**src/rtl/step_fsm_pkg.sv**
```systemverilog
// Shared constants and the step/next-state rule for step_fsm.
// The rule is kept here so that clamp and exact behaviour live in one place.
package step_fsm_pkg;

    localparam logic MODE_CLAMP = 1'b0;
    localparam logic MODE_EXACT = 1'b1;

    localparam int unsigned ST_IDLE = 0;

    typedef struct packed {
        logic [31:0] nxt;
        logic        reject;
    } step_res_t;

    // k + s cannot overflow at 32 bits for any practical SBW/SW.
    function automatic step_res_t step_next(input int unsigned k,
                                            input int unsigned s,
                                            input int unsigned last,
                                            input logic        mode);
        step_res_t   r;
        int unsigned t;
        t        = k + s;
        r.nxt    = k;
        r.reject = 1'b0;
        if (t <= last) begin
            r.nxt = t;
        end else if (mode == MODE_CLAMP) begin
            r.nxt = last;
        end else begin
            r.reject = 1'b1;
        end
        return r;
    endfunction

endpackage

```
**src/rtl/step_dwell_cnt.sv**
```systemverilog
// Loadable down-counter timing the dwell in the final state.
// Loaded with DWELL-1 on entry; zero means the next enabled cycle leaves.
module step_dwell_cnt #(
    parameter int unsigned DWELL = 1
) (
    input  logic clk,
    input  logic clr,
    input  logic load,
    input  logic dec,
    output logic zero
);

    localparam int unsigned CNTW = (DWELL < 2) ? 1 : $clog2(DWELL + 1);

    logic [CNTW-1:0] r_cnt;

    always_ff @(posedge clk) begin
        if (clr) begin
            r_cnt <= '0;
        end else if (load) begin
            r_cnt <= CNTW'(DWELL - 1);
        end else if (dec && (r_cnt != '0)) begin
            r_cnt <= r_cnt - 1'b1;
        end
    end

    assign zero = (r_cnt == '0);

endmodule

```
**src/rtl/step_fsm.sv**
```systemverilog
// Step-advance sequencer: walks states 0..NST-1 by s, dwells in the last
// state, then returns to idle with a done pulse and a pass-counter increment.
module step_fsm
    import step_fsm_pkg::*;
#(
    parameter int unsigned SW    = 2,
    parameter int unsigned NST   = 4,
    parameter int unsigned SBW   = $clog2(NST),
    parameter int unsigned DWELL = 1,
    parameter int unsigned CW    = 8
) (
    input  logic           clk,
    input  logic           res,
    input  logic           en,
    input  logic           abort,
    input  logic           mode,
    input  logic [SW-1:0]  s,
    output logic [SBW-1:0] state,
    output logic           busy,
    output logic           done,
    output logic           overshoot,
    output logic [CW-1:0]  passes
);

    localparam int unsigned    LAST   = NST - 1;
    localparam logic [SBW-1:0] LAST_S = SBW'(LAST);
    localparam logic [SBW-1:0] IDLE_S = SBW'(ST_IDLE);

    logic [SBW-1:0] r_state;
    logic           r_done;
    logic           r_over;
    logic [CW-1:0]  r_passes;

    step_res_t      w_step;
    logic [SBW-1:0] w_next;
    logic           w_at_last;
    logic           w_illegal;
    logic           w_dwell_zero;
    logic           w_run;
    logic           w_enter_last;

    assign w_step    = step_next(32'(r_state), 32'(s), LAST, mode);
    assign w_next    = SBW'(w_step.nxt);
    assign w_at_last = (r_state == LAST_S);
    // Only reachable when NST is not a power of two and the register is corrupted.
    assign w_illegal = (r_state > LAST_S);
    assign w_run     = en && !res && !abort;

    assign w_enter_last = w_run && !w_at_last && !w_illegal && (w_next == LAST_S);

    step_dwell_cnt #(
        .DWELL(DWELL)
    ) u_dwell (
        .clk (clk),
        .clr (res || abort),
        .load(w_enter_last),
        .dec (w_run && w_at_last),
        .zero(w_dwell_zero)
    );

    always_ff @(posedge clk) begin
        if (res) begin
            r_state  <= IDLE_S;
            r_done   <= 1'b0;
            r_over   <= 1'b0;
            r_passes <= '0;
        end else if (abort) begin
            r_state <= IDLE_S;
            r_done  <= 1'b0;
            r_over  <= 1'b0;
        end else if (!en) begin
            r_done <= 1'b0;
            r_over <= 1'b0;
        end else if (w_illegal) begin
            r_state <= IDLE_S;
            r_done  <= 1'b0;
            r_over  <= 1'b0;
        end else if (w_at_last) begin
            r_over <= 1'b0;
            if (w_dwell_zero) begin
                r_state  <= IDLE_S;
                r_done   <= 1'b1;
                r_passes <= r_passes + CW'(1);
            end else begin
                r_done <= 1'b0;
            end
        end else begin
            r_state <= w_next;
            r_done  <= 1'b0;
            r_over  <= w_step.reject;
        end
    end

    assign state     = r_state;
    assign busy      = (r_state != IDLE_S);
    assign done      = r_done;
    assign overshoot = r_over;
    assign passes    = r_passes;

endmodule

```
**config.mk**
```make
export PLATFORM = sky130hd
export DESIGN_NAME = step_fsm
export DESIGN_NICKNAME = d
export VERILOG_FILES = /design/src/rtl/step_fsm_pkg.sv /design/src/rtl/step_dwell_cnt.sv /design/src/rtl/step_fsm.sv
export SDC_FILE = /design/constraint.sdc
export NUM_CORES = 1
export LEC_CHECK = 0
export BUFFER_PORTS_ARGS = -buffer_cell sky130_fd_sc_hd__buf_2
export CORE_MARGIN = 4
export CORE_UTILIZATION = 48
export DETAILED_ROUTE_END_ITERATION = 8
export GPL_TIMING_DRIVEN = 0
export PLACE_DENSITY = 0.74
export SYNTH_ARGS = -nofsm -noshare
export SYNTH_HDL_FRONTEND = slang
export SYNTH_HIERARCHICAL = 1
export SYNTH_SLANG_ARGS = --single-unit
```
**constraint.sdc**
```tcl
create_clock -name clk -period 2.1 [get_ports clk]
set_input_delay 0.21 -clock clk [delete_from_list [all_inputs] [get_ports clk]]
set_output_delay 0.21 -clock clk [all_outputs]
set_load 0.02 [all_outputs]
```
# Word level (Yosys, flattened, before mapping)
# Index checks and enable logic that the tools add are counted.
dict set report classes {
  n_addsub 3
  n_lt_le_gt_ge 2
  n_eq_ne 3
  muxes 7
  n_bitwise 5
  reduce_logical 19
}
# op count
set ops {}
lappend ops {{$mux W2} 5}
lappend ops {{$add A8 B1 Y8 const B} 1}
lappend ops {{$logic_and A1 B1 Y1} 7}
lappend ops {{$reduce_or A6 Y1} 1}
lappend ops {{$not A1 Y1} 5}
lappend ops {{$reduce_and A5 Y1} 1}
lappend ops {{$reduce_or A5 Y1} 1}
lappend ops {{$eq A2 B2 Y1 const B} 2}
lappend ops {{$logic_not A1 Y1} 4}
lappend ops {{$reduce_or A2 Y1} 2}
lappend ops {{$add A2 B2 Y3} 1}
lappend ops {{$le A3 B2 Y1 const B} 1}
lappend ops {{$ne A3 B3 Y1 const B} 1}
lappend ops {{$gt A2 B2 Y1 const B} 1}
lappend ops {{$mux W1} 2}
lappend ops {{$reduce_and A2 Y1} 1}
lappend ops {{$reduce_bool A2 Y1} 1}
lappend ops {{$logic_or A1 B1 Y1} 1}
lappend ops {{$sub A1 B1 Y1 const B} 1}
dict set report totals {
  ff_bits 13
  in_bits 7
  output_inout_bits 13
  word_cells 44
}

# Longest topological paths before layout
# Gate-level depths: netlist (run 1).
dict set report depth {
  ltp_word 7
  mapped_depth 6
  mapped_depth_nobuf 6
}

# Hierarchy
# Netlist (run 1), hierarchy kept.
# module n_inst cells_each area_per_inst_um2 seq_area_each_um2
set by_module_without_submodules {}
lappend by_module_without_submodules {step_fsm 1 75 648.1 240.2}
lappend by_module_without_submodules {step_dwell_cnt 1 3 38.8 20.0}

# Worst setup path after synthesis (run 1)
# OpenSTA, ideal clock, no wires.
dict set report synth_path {
  path_kind {register -> register}
  from {register r_state[0] (netlist: state[0])}
  to {register u_dwell.r_cnt}
  setup_ns 0.087
  arrival_time_ns 1.866
  t_required_ns 2.013
  path_slack_ns 0.146
  stages_incl_launch_ff 7
  n_path_buf 0
  synth_period_minus_slack_ns 1.954
  path_cell_list {dfxtp_1 -> ha_1 -> fa_1 -> or2_2 -> o211ai_1 -> nor3_1 -> nor4b_2}
}
dict set report synth_via {
  elab_chain_len 6
  elab_cells_between_ends 15
  classes_between {add/sub (1); order compare (2); eq/ne (2); mux (2); reduce/logical (8)}
}
# element line_no
set synth_rtl {}
lappend synth_rtl {{start: declaration} step_fsm.sv:29} ;# logic [SBW-1:0] r_state;
lappend synth_rtl {{start signal: assignment} step_fsm.sv:88} ;# r_state <= w_next;
lappend synth_rtl {{$add A2 B2 Y3 / $eq A2 B2 Y1 (equally long branches)} {step_fsm_pkg.sv:22, step_fsm.sv:44}}
lappend synth_rtl {{$le A3 B2 Y1 / $logic_not A1 Y1 (equally long branches)} {step_fsm_pkg.sv:25, step_fsm.sv:49}}
lappend synth_rtl {{$mux W2 / $logic_and A1 B1 Y1 (equally long branches)} {step_fsm_pkg.sv:25, step_fsm.sv:49}}
lappend synth_rtl {{$eq A2 B2 Y1 / $logic_and A1 B1 Y1 (equally long branches)} step_fsm.sv:49} ;# assign w_enter_last = w_run && !w_at_last && !w_illegal && (w_next == LAST_S);
lappend synth_rtl {{$logic_and A1 B1 Y1 (*)} step_fsm.sv:49}
lappend synth_rtl {{via w_enter_last} step_fsm.sv:40} ;# logic w_enter_last;
lappend synth_rtl {{$reduce_or A2 Y1 (no line) (*)} n/a}
lappend synth_rtl {{end signal: assignment} step_dwell_cnt.sv:21} ;# r_cnt <= CNTW'(DWELL - 1);
lappend synth_rtl {{end signal: assignment} step_dwell_cnt.sv:23} ;# r_cnt <= r_cnt - 1'b1;
lappend synth_rtl {{end: declaration} step_dwell_cnt.sv:15} ;# logic [CNTW-1:0] r_cnt;
# The timed path passes the listed nets; every way through them passes the cells marked *.
# A chain may end at the register's enable or synchronous reset.

# Worst setup path after layout (run 1)
# Same ends and word-level chain as after synthesis.

==> results.md, run 1 <==
- The tree is rooted in a sky130_fd_sc_hd__clkbuf_4.
- In the synthesized netlist, the number of instances is 78.
- The synthesized design spends more area on one cell type than any other, namely sky130_fd_sc_hd__dfxtp_1.
- The share of power burned in the clock network is 34.6%.
- The hold buffer count at CTS is 0.
- The via count of the first global-routing pass is 574.
- The core area is 0.00132 mm².
- After clock tree synthesis, the clock-pin slew on the worst setup and hold paths is 0.09 ns.
- Traced cell by cell, the critical path runs through ha_1 > fa_1 > or2_2 > o211ai_1 > nor3_1 > nor4b_2.
- Clock latency on the worst-skew pair, taken at its later pin, is 0.29 ns.
- Setup repair after global routing left no endpoint under its margin.
- Counting I/O delays and the setup requirement, the final critical path takes 2.00 ns.
- Setup violations remaining at the end of the flow were counted as 0.
- In this run the core area contains 13 standard-cell rows.
- The number of max-slew violations in the final report is 0.
- The power per cell area is 555 mW/mm².
- The number of nets in the layout is 111.
- Port buffering added 18 buffers.
- The net count after synthesis is 88.
- The routed via count divided by cell count is 5.89.
- The worst path uses 95.4% of the clock period.
- The synthesized area per cell is 8.81 µm².
- After synthesis, the largest area contributor takes up 37.9% of total cell area.
- After layout, the worst setup slack is 0.0970 ns.
- Dividing the detail-routed wire length by the instance count gives 13.8 µm.
- The proportion of power drawn by combinational gates is 10.4%.
- The overall overflow remaining after global route is 0.
- The mapped netlist covers 687 µm².
- The placed wire-length estimate after detailed placement is 1.16 mm.
- At the end of routability-driven placement, the weighted congestion stood at 0.747.
- Cells with a size suffix above 1 make up 28.0% of the layout.
- The flip-flop and latch count after synthesis is 13.
- The number of clock sinks seen by CTS is 13.
- The TritonCTS clock tree is yes.
- The standard cell area after detailed placement is 796 µm².
- The critical path startpoint category is a register.
- The number of buffers created by CTS is 3.
- Buffers added to address setup during post-CTS repair amount to 0.
- The initial core utilization is 52.1%.
- The total negative slack is 0 ns.
- The count of boundary I/O pins is 20.
- Of the total power, registers draw 55.0%.
- Timing analysis after detailed placement gives a worst setup slack of 0.166 ns.
- Across every metal layer, demand over resource in global routing totals 16.4%.
- The total non-filler cell area in the finished layout is 823 µm².
- The clock passes through at most 2 buffers.
- Summed over all layers, the routed wires come to 1.59 mm.
- The endpoint required time on the critical path is 2.29 ns.
- The critical path capture point type is a register.
- For this run, design rule violations remaining after detail routing come to 0.
- The synthesis warning total is 6.
- In this run switching power makes up 25.8% of total power.
- The count of buffering cells on the critical path with inverters included is 0.
- The number of inserted diodes is 0.
- The worst clock skew is 0.0136 ns.
- In this run the worst path has a maximum fanout of 11.
- The worst setup path category is register to register.
- VDD sags by at most 0.300 mV.
- The cell at the slowest stage of the critical path is sky130_fd_sc_hd__dfxtp_1.
- On the worst path, the slowest cell contributes a delay of 0.53 ns.
- The top cell types in the final layout, fill and taps aside, are sky130_fd_sc_hd__buf_2 (19), sky130_fd_sc_hd__dfxtp_1 (13), sky130_fd_sc_hd__a21oi_1 (10).
- Broken down by cell family, the worst path's largest delay share belongs to simple AND/OR/NAND/NOR gates.
- Data on the critical path arrives at its endpoint at 2.20 ns.
- The number of antenna violations at the first check in global routing is 0.
- In this run, the number of DRC markers left after iteration 0 of detailed routing was 21.
- The total number of vias is 677.
- For the pin with the worst max-slew slack, the measured transition is 0.392 ns.
- Ranked by total cell area, the synthesized netlist is headed by sky130_fd_sc_hd__dfxtp_1 (38%), sky130_fd_sc_hd__a21oi_1 (7.3%), sky130_fd_sc_hd__o21ai_0 (5.1%), sky130_fd_sc_hd__o31ai_1 (4.4%), sky130_fd_sc_hd__or4_1 (4.4%).
- The maximum number of pins on one net before global-route repair is 12.
- The internal power of the cells is 0.000339 W.
- The global-route wire length before repair is 2.45 mm.
- The maximum operating frequency is 499 MHz.
- The worst hold path class is primary input to register.
- In this run the static leakage power is 0.315 nW.
- The worst relative slew slack is 73.9%.
- The count of different cell masters after synthesis is 29.
- From synthesis to final layout, the design area changed by 19.9%.
- The total of max-cap violations is 0.
- CTS built an H-tree with a depth of 1.
- The run finished with clean final reports.
- Post-CTS repair changed the size of 0 cells.
- The die outline width is 45.8 µm.
- The total net switching power is 0.000118 W.
- The final design utilization is 62.5%.
- The library cell used most frequently in the layout, excluding fill and tap cells, is sky130_fd_sc_hd__buf_2.
- The die span in y is 45.8 µm.
- The length of the first detailed-routing pass in iterations is 4.
- The share of synthesized area occupied by flip-flops and latches is 37.9%.
- The number of hold violations in the final report came to 0.
- The area of the die is 0.00210 mm².
- The count of antenna-violating nets left after detailed routing is 0.
- Total power for the finished layout comes to 0.000457 W.
-- sequential cells by signal, summed over array words and instances (netlist names) --
name,count
u_dwell/r_cnt,1
overshoot,1
done,1
passes,8
state,2
-- worst min-delay path, stage by stage --
cell and delay [ns]:
sky130_fd_sc_hd__buf_2 0.10, sky130_fd_sc_hd__nand2_1 0.10, sky130_fd_sc_hd__nor3b_1 0.06
-- worst paths after layout --
path,startpoint,to,slack (ns),cells after the start
max,state[0],u_dwell/r_cnt,0.1,6
min,mode,overshoot,0.25,3
max reg2reg,state[0],u_dwell/r_cnt,0.1,6
min reg2reg,passes[7],passes[7],0.49,2
-- layer usage --
| metal | track usage [%] | vias up | routed length [µm] |
|---|---|---|---|
| met3 | 2.37 | 5 | 106 |
| li1 | - | 339 | - |
| met1 | 21.2 | 302 | 731 |
| met5 | 0 | - | 0 |
| met4 | 11.9 | 0 | 40 |
| met2 | 24.5 | 31 | 710 |
-- power by group through the flow --
stage          clock (W)  combinational, W  sequential (W)
2_1_floorplan          0         0.0000286        0.000259
3_5_place_dp           0         0.0000468        0.000257
5_1_grt         0.000169         0.0000527        0.000252
3_3_place_gp           0         0.0000458        0.000257
4_1_cts         0.000161         0.0000474        0.000251
6_report        0.000158         0.0000474        0.000251
-- layout make-up --
class / instances / area, µm²
plain buffers: 2 / 8.76
clock buffers: 3 / 22.5
clock inverters: 1 / 5.00
fillers: 119 / 494
inverters: 3 / 11.3
multi-input cells: 60 / 407
flip-flops and latches: 13 / 260
well taps: 15 / 18.8
repair buffers: 18 / 90.1
-- metrics by stage --
stage          hold slack [ns]  cells
2_1_floorplan            0.374     78
3_3_place_gp             0.464    111
3_5_place_dp             0.474    111
4_1_cts                  0.242    115
5_1_grt                  0.252    115
6_report                 0.247    115
-- synthesized netlist by cell type (all sizes together) --
| library cell | count |
|---|---|
| nand4b | 1 |
| nand2b | 1 |
| or3 | 4 |
| nand4 | 3 |
| or4 | 4 |
| nor2 | 2 |
| o221ai | 1 |
| o31ai | 4 |
| clkbuf | 1 |
| nor3b | 1 |
| or2 | 4 |
| ha | 2 |
| nand2 | 4 |
| nand3 | 1 |
| and2b | 1 |
| nand3b | 2 |
| a21oi | 10 |
| nor4b | 1 |
| nor3 | 1 |
| buf | 1 |
| nor2b | 3 |
| o2111ai | 1 |
| o21ai | 7 |
| dfxtp | 13 |
| inv | 3 |
| o211ai | 1 |
| fa | 1 |
-- kinds of logic after synthesis --
group	synth area share (%)
flip-flops	37.9
adder cells (fa/ha/maj)	6.56
AND/OR/NAND/NOR	32.2
AO/OA/AOI/OAI	20.4
buffers and inverters	2.91
Power figures use the tool's default switching activity.
==> inputs of run 2 (changes only) <==
--- a/config.mk
+++ b/config.mk
@@ -5,12 +5,13 @@
 export SDC_FILE = /design/constraint.sdc
 export NUM_CORES = 1
 export LEC_CHECK = 0
-export BUFFER_PORTS_ARGS = -buffer_cell sky130_fd_sc_hd__buf_2
+export ABC_AREA = 1
+export BUFFER_PORTS_ARGS = -buffer_cell sky130_fd_sc_hd__buf_4
 export CORE_MARGIN = 4
-export CORE_UTILIZATION = 48
+export CORE_UTILIZATION = 49
 export DETAILED_ROUTE_END_ITERATION = 8
 export GPL_TIMING_DRIVEN = 0
-export PLACE_DENSITY = 0.74
+export PLACE_DENSITY = 0.75
 export SYNTH_ARGS = -nofsm -noshare
 export SYNTH_HDL_FRONTEND = slang
 export SYNTH_HIERARCHICAL = 1
==> results.md, run 2 <==
- The die span in y is 45.7 µm (-0.25%).
- Ranked by instance count, the synthesized netlist is headed by sky130_fd_sc_hd__inv_1 (21), sky130_fd_sc_hd__nand2_1 (19), sky130_fd_sc_hd__nor2_1 (16).
- The fraction of synthesized cell area taken by the top area cell type was 37.3% (-0.54 points).
- The core area is 0.00132 mm² (unchanged).
- The area overhead of the layout relative to synthesis is 26.9%.
- The cell leakage power is 0.429 nW (+36%).
- The count of boundary I/O pins came to 20 (unchanged).
- The minimum setup slack among reg-to-reg paths is 0.36 ns (+0.26 ns).
- The endpoint required time on the critical path came to 2.28 ns (about the same).
- The number of hold violations in the final report is 0 (unchanged).
- The overall overflow remaining after global route was 0 (unchanged).
- The maximum number of pins on one net before global-route repair is 11 (-1).
- The worst vdd rail ir drop is 0.261 mV (-13%).
- The net count after synthesis came to 115 (+31%).
- The flow ran to the end, and the final reports show no timing, DRC or antenna violations.
- The met3 track utilization from global routing is 4.74% (+2.4 points).
- The routability-driven placement congestion ratio is 0.762 (+2.0%).
- The number of I/O port buffers was 19 (+1).
- The worst relative slew slack is 81.2% (+7.3 points).
- The total of max-cap violations was 0 (unchanged).
- The length of the first detailed-routing pass in iterations is 4 (unchanged).
- The standard cell area after detailed placement was 858 µm² (+7.9%).
- The layout cell share with drive strength beyond 1 came to 21.1% (-6.9 points).
- The count of final setup violators is 0 (unchanged).
- The count of cells resized by post-cts repair is 0 (unchanged).
- STA classifies the critical path endpoint as a register.
- The TritonCTS clock tree is yes.
- The signal on the critical path passes through ha_1 > fa_1 > nand2_1 > inv_1 > a21oi_1 > o21ai_0 > nor2_1 > inv_1 > nand2_1 > nor2_1.
- The worst setup path category is register to register.
- The count of different cell masters after synthesis came to 16 (-45%).
- The total negative slack came to 0 ns (unchanged).
- For hold timing, the worst endpoint is overshoot.
- The number of buffers created by CTS is 3 (unchanged).
- The maximum level of the CTS H-tree was 1 (unchanged).
- The share of synthesized area occupied by flip-flops and latches was 37.3% (-0.54 points).
- In this run the most critical hold path is launched from mode.
- The worst clock skew came to 0.00395 ns (-0.00962 ns).
- The footprint of the flip-flops and latches was 260 µm² (unchanged).
- The number of max-slew violations in the final report was 0 (unchanged).
- The global routing usage on met2 came to 23.1% (-1.4 points).
- The number of cells on the worst hold path is 3 (unchanged).
- The synthesis warning total is 6 (unchanged).
- The critical-path maximum fanout is 5 (-6).
- The cell area after technology mapping came to 697 µm² (+1.5%).
- The critical path's top delay family is adder cells.
- The reg-to-reg critical path endpoint is u_dwell/r_cnt.
- The total non-filler cell area in the finished layout is 885 µm² (+7.4%).
- The total number of vias is 677 (unchanged).
- The count of buffering cells on the critical path with inverters included is 2 (+2).
- The hold slack is 0.206 ns (-0.0403 ns).
- The flip-flop count of the largest register after layout is 8 (unchanged).
- The total routing resource utilization after global routing is 16.5% (+0.025 points).
- The number of enable-type register cells in the synthesized netlist came to 0 (unchanged).
- The global-route met1 utilization is 22.6% (+1.4 points).
- The fill cell instance count of the final layout was 117 (-1.7%).
- The placed wire-length estimate after detailed placement was 1.12 mm (-3.2%).
- The data arrival time of the worst path came to 1.92 ns (-0.28 ns).
- The path depth of the worst reg2reg path is 10 (+4).
- By area the synthesized netlist is led by sky130_fd_sc_hd__dfxtp_1 (37%), sky130_fd_sc_hd__inv_1 (11%), sky130_fd_sc_hd__nand2_1 (10%), sky130_fd_sc_hd__nor2_1 (8.6%), sky130_fd_sc_hd__nand3_1 (5.7%).
- The flip-flop and latch count after synthesis is 13 (unchanged).
- In this run the worst hold path is classified as primary input to register.
- The maximum buffer depth of the clock tree is 2 (unchanged).
- The most instantiated flip-flop cell in the synthesis netlist is sky130_fd_sc_hd__dfxtp_1.
- The most heavily used metal layer in global routing is met2.
- The combined area of the multi-input logic cells was 347 µm² (-15%).
- The synthesized instance count was 105 (+35%).
- The stage delay of the slowest cell on the critical path was 0.40 ns (-0.13 ns).
- The dominant cell type by area after synthesis is sky130_fd_sc_hd__dfxtp_1.
- The final design utilization is 67.1% (+4.7 points).
- The post-CTS setup-driven buffer insertion count is 0 (unchanged).
- The power per cell area is 512 mW/mm² (-7.8%).
- The slowest stage of the critical path is the sky130_fd_sc_hd__fa_1 cell.
- In this run the critical register-to-register path is launched from state[0].
- The async set-reset flop share out of synthesis is 0% (unchanged).
- The post-detailed-route DRC marker count is 0 (unchanged).
- The number of clock sinks seen by CTS is 13 (unchanged).
- The leading cell type by number of instances after synthesis is sky130_fd_sc_hd__inv_1.
- The number of nets in the layout was 139 (+25%).
- The row count is 13 (unchanged).
- The detailed router's first-iteration violation count is 21 (unchanged).
- The clock transition at the register clock pins on the worst setup and hold paths after CTS is 0.08 ns (about the same).
- The part of the cycle the worst path needs is 82.9% (-12 points).
- The global-route wire length before repair was 2.46 mm (+0.29%).
- The maximum operating frequency was 574 MHz (+15%).
- The hold buffer count at CTS came to 0 (unchanged).
- The total length of routed wires is 1.42 mm (-10%).
- The critical path startpoint category is a register.
- The most common cell after layout, fill and taps aside is sky130_fd_sc_hd__inv_1.
- The synthesized area per cell is 6.64 µm² (-25%).
- The clock period minus final worst setup slack is 1.74 ns (-0.262 ns).
- The die outline width is 45.7 µm (-0.25%).
- The via count of the first global-routing pass is 589 (+2.6%).
- The routed via count divided by cell count is 4.73 (-20%).
- The actual slew at the worst max-slew pin is 0.280 ns (-0.112 ns).
- The library cells used most frequently in the layout, excluding fill and tap cells, are sky130_fd_sc_hd__inv_1 (21), sky130_fd_sc_hd__nand2_1 (19), sky130_fd_sc_hd__buf_4 (19).
- The count of antenna-violating nets left after detailed routing is 0 (unchanged).
- The area of the die was 0.00209 mm² (-0.50%).
- Setup repair after global routing left no endpoint under its margin.
- The initial core utilization is 52.9% (+0.76 points).
- The number of inserted diodes is 0 (unchanged).
- The number of antenna violations at the first check in global routing was 0 (unchanged).
- The routed length per instance is 9.95 µm (-28%).
- The root buffer cell is sky130_fd_sc_hd__clkbuf_4.
- The clock network latency to the later pin of the worst-skew pair came to 0.27 ns (-0.02 ns).
==> run 2: cell types whose count changed after synthesis, sizes merged, moves of 7 or more <==
cell and change:
inv +18, nand2 +17, nor2 +16, nand3 +7
==> run 2: final cells by class <==
type	count	share of cell area, %
plain buffers	1	1.27
clock buffers	4	2.97
inverters	21	8.91
multi-input cells	70	39.2
flip-flops and latches	13	29.4
well taps	15	2.12
repair buffers	19	16.1
==> run 2: worst reg2reg max path: stages, from the launching register on <==
cell and delay [ns]:
sky130_fd_sc_hd__dfxtp_1 0.37, sky130_fd_sc_hd__ha_1 0.21, sky130_fd_sc_hd__fa_1 0.40, sky130_fd_sc_hd__nand2_1 0.11
sky130_fd_sc_hd__inv_1 0.05, sky130_fd_sc_hd__a21oi_1 0.11, sky130_fd_sc_hd__o21ai_0 0.14, sky130_fd_sc_hd__nor2_1 0.13
sky130_fd_sc_hd__inv_1 0.04, sky130_fd_sc_hd__nand2_1 0.05, sky130_fd_sc_hd__nor2_1 0.04
==> run 2: power breakdown <==
part	leakage, nW	total [W]	internal (W)	switching (W)
sequential	0.105	0.000251	0.000248	0.00000319
combinational	0.309	0.0000474	0.0000206	0.0000268
clock	0.0150	0.000154	0.0000735	0.0000805
total	0.429	0.000453	0.000342	0.000110
==> run 2: worst max path at each step <==
stage	start	end	slack, ns	depth (start not counted)
floorplan	state[0]	u_dwell/r_cnt	0.44	10
detailed placement	state[0]	u_dwell/r_cnt	0.39	10
global placement	state[0]	u_dwell/r_cnt	0.42	10
finish	state[0]	u_dwell/r_cnt	0.36	10
global route	state[0]	u_dwell/r_cnt	0.19	10
CTS	state[0]	u_dwell/r_cnt	0.37	10
==> run 2: stage by stage <==
| step | total power, W | std cells | setup WS, ns |
|---|---|---|---|
| after floorplan | 0.000283 | 105 | 0.438 |
| after CTS | 0.000455 | 143 | 0.366 |
| after detailed placement | 0.000304 | 139 | 0.386 |
| final | 0.000453 | 143 | 0.359 |
| after global placement | 0.000304 | 139 | 0.421 |
| after global routing | 0.000475 | 143 | 0.192 |
==> run 2: cell families after synthesis <==
group | synth area share (%)
buffers and inverters | 12.9
adder cells (fa/ha/maj) | 6.46
AO/OA/AOI/OAI | 11.1
flip-flops | 37.3
AND/OR/NAND/NOR | 32.1
==> run 2: per-layer routing <==
metal	vias to the layer above	share of wire [%]
li1	374	-
met2	22	42
met1	279	50
met4	0	1.2
met5	-	0
met3	2	6.6
==> inputs of run 3 (changes only) <==
--- a/config.mk
+++ b/config.mk
@@ -5,13 +5,13 @@
 export SDC_FILE = /design/constraint.sdc
 export NUM_CORES = 1
 export LEC_CHECK = 0
-export ABC_AREA = 1
+export ABC_AREA = 0
 export BUFFER_PORTS_ARGS = -buffer_cell sky130_fd_sc_hd__buf_4
 export CORE_MARGIN = 4
-export CORE_UTILIZATION = 49
+export CORE_UTILIZATION = 48
 export DETAILED_ROUTE_END_ITERATION = 8
 export GPL_TIMING_DRIVEN = 0
-export PLACE_DENSITY = 0.75
+export PLACE_DENSITY = 0.74
 export SYNTH_ARGS = -nofsm -noshare
 export SYNTH_HDL_FRONTEND = slang
 export SYNTH_HIERARCHICAL = 1
==> constraint.sdc (replaced) <==
create_clock -name clk -period 1.8 [get_ports clk]
set_input_delay 0.18 -clock clk [delete_from_list [all_inputs] [get_ports clk]]
set_output_delay 0.18 -clock clk [all_outputs]
set_load 0.02 [all_outputs]
==> results.md, run 3 (synthesis results as in run 1) <==
- The overall power of the completed layout is 0.000532 W (+18%).
- The routability-driven placement congestion ratio is 0.729 (-4.3%).
- The area of the die is 0.00210 mm² (+0.50%).
- In this run the worst hold path is classified as primary input to register.
- The number of cells on the worst hold path was 3 (unchanged).
- The power per cell area was 606 mW/mm² (+18%).
- The length of the first detailed-routing pass in iterations is 4 (unchanged).
- The total number of vias is 658 (-2.8%).
- The number of hold violations in the final report is 0 (unchanged).
- The minimum setup slack among reg-to-reg paths is 0.07 ns (-0.28 ns).
- The path depth of the worst reg2reg path is 6 (-4).
- The number of I/O port buffers was 18 (-1).
- The flip-flop count of the largest register after layout came to 8 (unchanged).
- Setup repair after global routing left no endpoint under its margin.
- The total length of routed wires came to 1.52 mm (+7.0%).
- The count of final setup violators is 0 (unchanged).
- The critical-path maximum fanout came to 2 (-3).
- The critical path startpoint category is a register.
- The clock transition at the register clock pins on the worst setup and hold paths after CTS is 0.08 ns (about the same).
- The number of antenna violations at the first check in global routing is 0 (unchanged).
- The total routing resource utilization after global routing is 16.6% (+0.13 points).
- The maximum buffer depth of the clock tree came to 2 (unchanged).
- Leaving out fill and tap cells, the most frequent cell in the layout is sky130_fd_sc_hd__buf_4.
- The worst relative slew slack was 73.2% (-7.9 points).
- The number of inserted diodes came to 0 (unchanged).
- The critical path capture point type is a register.
- The row count is 13 (unchanged).
- The worst vdd rail ir drop is 0.368 mV (+41%).
- The detailed router's first-iteration violation count is 9 (-57%).
- By startpoint and endpoint, the worst setup path is classified as register to register.
- The global-route wire length before repair was 2.48 mm (+0.86%).
- The root buffer cell is sky130_fd_sc_hd__clkbuf_4.
- The die outline width is 45.8 µm (+0.25%).
- The total of max-cap violations is 0 (unchanged).
- The maximum operating frequency is 580 MHz (+0.91%).
- The initial core utilization came to 52.1% (-0.76 points).
- The layout cell share with drive strength beyond 1 is 28.7% (+7.6 points).
- The overall overflow remaining after global route is 0 (unchanged).
- The clock period minus final worst setup slack is 1.73 ns (-0.0157 ns).
- The placed wire-length estimate after detailed placement is 1.19 mm (+6.2%).
- The die span in y came to 45.8 µm (+0.25%).
- The total negative slack came to 0 ns (unchanged).
- The actual slew at the worst max-slew pin came to 0.401 ns (+0.122 ns).
- The data arrival time of the worst path is 1.92 ns (about the same).
- The worst clock skew came to 0.00103 ns (-0.00292 ns).
- The routed length per instance is 13.1 µm (+32%).
- The cell leakage power is 0.321 nW (-25%).
- The maximum number of pins on one net before global-route repair is 11 (unchanged).
- Leaving out fill and tap cells, the most frequent cells in the layout are sky130_fd_sc_hd__buf_4 (19), sky130_fd_sc_hd__dfxtp_1 (12), sky130_fd_sc_hd__a21oi_1 (10).
- The number of clock sinks seen by CTS is 13 (unchanged).
- The post-detailed-route DRC marker count is 0 (unchanged).
- The maximum level of the CTS H-tree is 1 (unchanged).
- The number of max-slew violations in the final report came to 0 (unchanged).
- Tracing the worst setup path back leads to its startpoint at state[0].
- The worst register-to-register path begins at state[0].
- The reg-to-reg critical path endpoint is u_dwell/r_cnt.
- The number of nets in the layout came to 112 (-19%).
- The routed via count divided by cell count was 5.67 (+20%).
- The flow ran to the end, and the final reports show no timing, DRC or antenna violations.
- TritonCTS built the clock tree.
- The endpoint required time on the critical path is 1.99 ns (-0.29 ns).
- The number of buffers created by CTS was 3 (unchanged).
- The area overhead of the layout relative to synthesis is 27.9%.
- The via count of the first global-routing pass was 574 (-2.5%).
- The part of the cycle the worst path needs came to 95.9% (+13 points).
- The core area is 0.00132 mm² (unchanged).
- The count of boundary I/O pins was 20 (unchanged).
- The count of antenna-violating nets left after detailed routing is 0 (unchanged).
- The clock network latency to the later pin of the worst-skew pair is 0.27 ns (about the same).
- The most critical setup path has its endpoint at u_dwell/r_cnt.
run 3: changes by cell type in the layout (fill, tap and decap cells not counted), sizes merged, moves of 4 or more:
| cell | delta |
|---|---|
| nand3 | -7 |
| or3 | +4 |
| nand2 | -17 |
| nor2 | -16 |
| o31ai | +4 |
| or2 | +4 |
| inv | -18 |
| or4 | +4 |
run 3: worst max-delay path, cell delays in order (launching register included):
cell,delay [ns]
sky130_fd_sc_hd__dfxtp_4,0.34
sky130_fd_sc_hd__ha_1,0.19
sky130_fd_sc_hd__fa_1,0.43
sky130_fd_sc_hd__or2_2,0.32
sky130_fd_sc_hd__o211ai_1,0.09
sky130_fd_sc_hd__nor3_1,0.08
sky130_fd_sc_hd__nor4b_2,0.20
run 3: area by class of cell:
| class | instances | area, µm² |
|---|---|---|
| Multi-Input combinational cell | 60 | 407 |
| Clock buffer | 4 | 26.3 |
| Fill cell | 124 | 439 |
| Sequential cell | 13 | 264 |
| Buffer | 2 | 8.76 |
| Inverter | 3 | 11.3 |
| Timing Repair Buffer | 19 | 143 |
| Tap cell | 15 | 18.8 |
run 3: per-stage QoR:
stage | instances | worst slack (ns) | hold slack, ns | util, % | instance area (µm²)
6_report | 116 | 0.0745 | 0.209 | 66.7 | 878
5_1_grt | 116 | 0.0153 | 0.201 | 66.7 | 878
4_1_cts | 116 | 0.0511 | 0.198 | 66.7 | 878
3_5_place_dp | 111 | -0.0201 | 0.483 | 64.1 | 845
3_3_place_gp | 111 | 0.00281 | 0.469 | 64.1 | 845
2_1_floorplan | 78 | 0.0512 | 0.344 | - | 691
run 3: worst min-delay path by stage:
stage	end	startpoint	slack, ns
2_1_floorplan	state[1]	en	0.34
3_3_place_gp	passes[7]	passes[7]	0.47
3_5_place_dp	passes[7]	passes[7]	0.48
4_1_cts	overshoot	mode	0.20
5_1_grt	overshoot	mode	0.20
6_report	overshoot	mode	0.21
run 3: power breakdown:
| group | internal, W | switching, W |
|---|---|---|
| logic | 0.0000300 | 0.0000335 |
| registers | 0.000289 | 0.00000162 |
| clock network | 0.0000859 | 0.0000924 |
| total | 0.000405 | 0.000128 |
run 3: routing by layer:
metal  up-vias  GRT usage (%)  wire [µm]
met5         -              0          0
met4         0           10.2         19
met3         2           3.95         83
met2        14           25.9        690
met1       301           20.3        729
li1        341              -          -
run 3: what timing repair did:
item                       4_1_cts  5_1_grt
setup endpoints to repair        1        0
resized for setup                0        0
buffers inserted                 1        0
hold buffers                     0        0
